[config.mk]
export PLATFORM = sky130hd
export DESIGN_NAME = operand_bus_arbiter_flat
export DESIGN_NICKNAME = d
export VERILOG_FILES = /design/src/rtl/operand_bus_arbiter_if.sv /design/src/rtl/operand_bus_arbiter.sv /design/src/flat_wrapper.sv
export SDC_FILE = /design/constraint.sdc
export NUM_CORES = 1
export LEC_CHECK = 0
export CORE_AREA = 2 2 88 90
export DETAILED_ROUTE_END_ITERATION = 7
export DIE_AREA = 0 0 90 92
export MAX_ROUTING_LAYER = met4
export PLACE_DENSITY = 0.79
export SLEW_MARGIN = 20
export SYNTH_ARGS = -nofsm -noshare
export SYNTH_HDL_FRONTEND = slang
export SYNTH_SLANG_ARGS = --single-unit
[constraint.sdc]
create_clock -name clk -period 7.6 [get_ports clk]
set_input_delay 1.52 -clock clk [delete_from_list [all_inputs] [get_ports clk]]
set_output_delay 1.52 -clock clk [all_outputs]
set_load 0.01 [all_outputs]
[src/rtl/operand_bus_arbiter_if.sv]
// rtl/operand_bus_arbiter_if.sv - operand bus request/grant bundle (ARB_URGENT_EN adds urgent)
interface operand_bus_arbiter_if;
    logic [15:0] req;
    logic        out_ready;
`ifdef ARB_URGENT_EN
    logic [15:0] urgent;
`endif
    logic [3:0]  sel;
    logic [15:0] grant;
    logic        out_valid;
    logic [15:0] ack;
    logic        busy;

`ifdef ARB_URGENT_EN
    modport master (
        input  req,
        input  out_ready,
        input  urgent,
        output sel,
        output grant,
        output out_valid,
        output ack,
        output busy
    );

    modport slave (
        output req,
        output out_ready,
        output urgent,
        input  sel,
        input  grant,
        input  out_valid,
        input  ack,
        input  busy
    );
`else
    modport master (
        input  req,
        input  out_ready,
        output sel,
        output grant,
        output out_valid,
        output ack,
        output busy
    );

    modport slave (
        output req,
        output out_ready,
        input  sel,
        input  grant,
        input  out_valid,
        input  ack,
        input  busy
    );
`endif
endinterface

[src/rtl/operand_bus_arbiter.sv]
// rtl/operand_bus_arbiter.sv - 16-way round-robin operand bus arbiter with burst limit (ARB_URGENT_EN adds urgent)
module operand_bus_arbiter #(
    parameter int MAX_BURST = 4
) (
    input  logic                  clk,
    input  logic                  rst_n,
    operand_bus_arbiter_if.master bus
);

    localparam int            CW        = $clog2(MAX_BURST + 1);
    localparam logic [CW-1:0] LAST_BEAT = CW'(MAX_BURST - 1);

    typedef enum logic {
        IDLE  = 1'b0,
        GRANT = 1'b1
    } state_t;

    state_t        state;
    logic [3:0]    owner;
    logic [15:0]   grant_q;
    logic          busy_q;
    logic [3:0]    ptr;
    logic [CW-1:0] beat_cnt;

    logic          owner_req;
    logic          out_valid;
    logic          accept;
    logic          release_now;
    logic          arb_point;
    logic [15:0]   cand;
    logic [3:0]    base;
    logic [3:0]    winner;
    logic          found;

    // Beat handshake: out_valid is suppressed while reset is held so an
    // aborted burst never produces an ack in the reset cycle.
    assign owner_req   = bus.req[owner];
    assign out_valid   = busy_q & owner_req & rst_n;
    assign accept      = out_valid & bus.out_ready;
    assign release_now = (state == GRANT) &
                         (~owner_req | (accept & (beat_cnt == LAST_BEAT)));
    assign arb_point   = (state == IDLE) | release_now;

    assign bus.sel       = owner;
    assign bus.grant     = grant_q;
    assign bus.busy      = busy_q;
    assign bus.out_valid = out_valid;
    assign bus.ack       = grant_q & {16{accept}};

    // Candidate set: urgent requesters take the whole search when any are present.
    always_comb begin
        cand = bus.req;
`ifdef ARB_URGENT_EN
        if ((bus.req & bus.urgent) != 16'h0000) begin
            cand = bus.req & bus.urgent;
        end
`endif
    end

    // Rotating search starting just after the last owner; at a release the
    // current owner is that last owner, so it lands at lowest priority.
    always_comb begin
        base   = (state == GRANT) ? owner : ptr;
        winner = 4'd0;
        found  = 1'b0;
        for (int i = 0; i < 16; i++) begin
            if (!found && cand[base + 4'(i + 1)]) begin
                found  = 1'b1;
                winner = base + 4'(i + 1);
            end
        end
    end

    // Arbitration FSM: grant/sel/busy only move at an arbitration point.
    always_ff @(posedge clk) begin
        if (!rst_n) begin
            state    <= IDLE;
            owner    <= 4'd0;
            grant_q  <= 16'h0000;
            busy_q   <= 1'b0;
            ptr      <= 4'hF;
            beat_cnt <= '0;
        end else if (arb_point) begin
            if (state == GRANT) begin
                ptr <= owner;
            end
            beat_cnt <= '0;
            if (found) begin
                state   <= GRANT;
                owner   <= winner;
                grant_q <= 16'h0001 << winner;
                busy_q  <= 1'b1;
            end else begin
                state   <= IDLE;
                grant_q <= 16'h0000;
                busy_q  <= 1'b0;
            end
        end else if (accept) begin
            beat_cnt <= beat_cnt + CW'(1);
        end
    end

endmodule
[src/flat_wrapper.sv]
// flat-port wrapper written by rule: the top's interface ports become plain ports
module operand_bus_arbiter_flat 
#(
    parameter int MAX_BURST = 4
)
  (clk, rst_n, bus_req, bus_out_ready, bus_sel, bus_grant, bus_out_valid, bus_ack, bus_busy);
  operand_bus_arbiter_if bus_i ();
  input  logic clk;
  input  logic rst_n;
  input wire logic [$bits(bus_i.req)-1:0] bus_req;
  input wire logic [$bits(bus_i.out_ready)-1:0] bus_out_ready;
  output wire logic [$bits(bus_i.sel)-1:0] bus_sel;
  output wire logic [$bits(bus_i.grant)-1:0] bus_grant;
  output wire logic [$bits(bus_i.out_valid)-1:0] bus_out_valid;
  output wire logic [$bits(bus_i.ack)-1:0] bus_ack;
  output wire logic [$bits(bus_i.busy)-1:0] bus_busy;
  assign bus_i.req = bus_req;
  assign bus_i.out_ready = bus_out_ready;
  assign bus_sel = bus_i.sel;
  assign bus_grant = bus_i.grant;
  assign bus_out_valid = bus_i.out_valid;
  assign bus_ack = bus_i.ack;
  assign bus_busy = bus_i.busy;
  operand_bus_arbiter #(.MAX_BURST(MAX_BURST)) u_core (.clk(clk), .rst_n(rst_n), .bus(bus_i));
endmodule
==> impl_metrics.toml <==
[global_route]
grt_pass1_vias = 3653
grt_max_degree = 26
globalRouteOverflowTotal = 0
antenna_found_initial = 0
grt_pass1_wl_mm = 19.63
grtUsageTotal_pct = 30.33

[worst_setup_path]
regToRegStartpoint = "u_core.state"
cp.required_ns = 6.08
reg2regPathDepth = 13
critical_path_arrival_ns = 4.37
reg2reg_to = "u_core.bus.grant[3]"
end_kind = "output pin"
critPathKind = "primary input to output pin"
cp_max_fo = 18
ff2ff_setup_slack_ns = 2.08
worst_setup_path_start_kind = "primary input"

[timing]
finalSetupViolCount = 0
fin_crit_sh_pct = 77.48
fmax_mhz = 169.8
max_slew_margin_pct = 24.21
slew_violations = 0
hold_viol = 0
max_slew.worst_pin.slew_ns = 1.129
fin_tns_setup_ns = 0
skew_ns = 0.004442
period_minus_slack_ns = 5.888
rsz0062_at_grt = "false"

[place]
place.gp.congestion = 0.9864
hpwl_mm = 9.741
port-buffer-count = 56

[floorplanning]
start_util_pct = 53.11
chipHeight_um = 92
core.rowCount = 32
die_x_um = 90
boundaryPins = 57
dieArea_um2 = 8280
core_area_um2 = 7447

[yosys]
synth_seq_cells = 28
netlist_area_um2 = 3955
ys_seq_area_share_pct = 14.17
yosys.cell_types.count = 77
syn_avg_cell_area_um2 = 8.433
synth_edf_count = 0
ys.flop_type = "dfxtp_1"
syn_inst = 469
async_flop_share_pct = 0
syn_nets = 498
yosys_warnings = 0

[clock_network]
cts_buffers = 3
post-cts-setup-buffers = 0
cts_tree = "built"
htreeDepth = 1
ctsHoldBuffers = 0
root_buffer = "clkbuf_8"
cts-resized-gates = 0
path_clk_slew_ns = 0.09
clk_latency_ns = 0.27
cts.sinks = 28
cts_buffer_depth = 2

[cells_and_area]
areaGrowthSynthToFinish_pct = 16.01
final_cell_mix = "56 x clkdlybuf4s50_1, 53 x nand2_1, 38 x mux2i_1, 32 x nor2_1, 28 x dfxtp_1"
drive_gt1_share_pct = 13.07
fillers = 685
antennaDiodeCount = 0
nets = 536
mostFrequentLayoutCell = "clkdlybuf4s50_1"

[min_path]
worst_hold_startpoint = "u_core.bus.grant[1]"
hp-class = "flip-flop to flip-flop"
min_to = "u_core.bus.grant[1]"
whs_path_depth = 2

[flow_run]
maxCapViolations = 0

[routing]
wl_per_cell_um = 20.47
drtIter0Drc = 347
ant_nets = 0
drc = 0
firstDrtPassIters = 5
viasPerCell = 6.736
num_vias = 4089
routed_wl_mm = 12.43

[outcome]
outcome = "finished, final reports clean"
## area by class of cell
cell class                      instances  area, µm²  area share [%]
Multi-Input combinational cell        401       3217           70.11
Timing Repair Buffer                   60      590.6           12.87
Sequential cell                        28      560.5           12.22
Tap cell                              102      127.6           2.782
Inverter                               13      51.30           1.118
Clock buffer                            3      41.29          0.8999
## cells by family after synthesis
kind of cell,synth area share (%)
and+or+nand+nor,20.72
AOI/OAI and AO/OA,25.44
muxes,28.06
buffers and inverters,4.903
DFF,14.17
xor gates and xnor gates,3.543
adders and majority gates,3.164
## state kept, by name, summed over array words and instances, names as in the netlist
signal            cells
u_core.state          1
u_core.bus.sel        4
u_core.ptr            4
u_core.bus.grant     16
u_core.beat_cnt       3
## worst max path at each step
stage,start,endpoint,slack (ns),depth (start not counted)
finish,bus_req[0],bus_ack[13],1.71,7
global route,bus_req[4],bus_ack[0],1.57,7
CTS,bus_req[0],bus_ack[13],1.78,7
detailed placement,bus_req[0],bus_ack[13],1.79,7
global placement,bus_req[4],bus_ack[10],1.91,7
floorplan,bus_req[4],bus_ack[0],2.87,7
## metrics by stage
| stage | instance area (µm²) | hold WS [ns] | cells | worst slack [ns] | util [%] |
|---|---|---|---|---|---|
| 6_report | 4588 | 0.4724 | 607 | 1.712 | 61.61 |
| 5_1_grt | 4588 | 0.4955 | 607 | 1.572 | 61.61 |
| 4_1_cts | 4581 | 0.4737 | 607 | 1.780 | 61.51 |
| 3_5_place_dp | 4539 | 0.4581 | 604 | 1.790 | 60.95 |
| 3_3_place_gp | 4539 | 0.4591 | 604 | 1.907 | 60.95 |
| 2_1_floorplan | 3955 | 0.4556 | 469 | 2.875 | - |
## cells in the mapped netlist (all sizes together), types with 5 or more instances
cell | n | area, µm²
nand2b | 5 | 38.78
mux2i | 41 | 426.7
nand4 | 5 | 46.29
o31ai | 22 | 193.9
buf | 12 | 86.33
o21ai | 29 | 145.1
a31oi | 7 | 43.79
nand3 | 12 | 65.06
nand2 | 53 | 198.9
ha | 10 | 125.1
xnor2 | 12 | 131.4
nor2b | 7 | 43.79
a211oi | 10 | 85.08
clkbuf | 15 | 56.30
o211ai | 8 | 60.06
inv | 13 | 51.30
mux2 | 13 | 161.4
and3 | 21 | 131.4
a21oi | 18 | 93.84
mux4 | 23 | 521.8
dfxtp | 28 | 560.5
nor2 | 32 | 120.1
nor3 | 11 | 66.32
and2 | 11 | 68.82
## worst max-delay path: stages
cell and delay, ns:
clkdlybuf4s50_1 0.63, mux4_2 0.30, mux4_2 0.26, nand2_1 0.12, nor2_1 0.73, and3_1 0.26, clkdlybuf4s50_1 0.54
## routing by layer
layer	vias to the layer above	share of wire [%]	GRT usage [%]
met1	1966	44	40.92
met2	201	47	48.87
met3	30	6.6	2.794
met5	-	0	-
li1	1892	-	-
met4	0	2.8	9.103
Power is not shown: default switching activity piles up to over one toggle a cycle in this logic, so the estimate is an artifact.
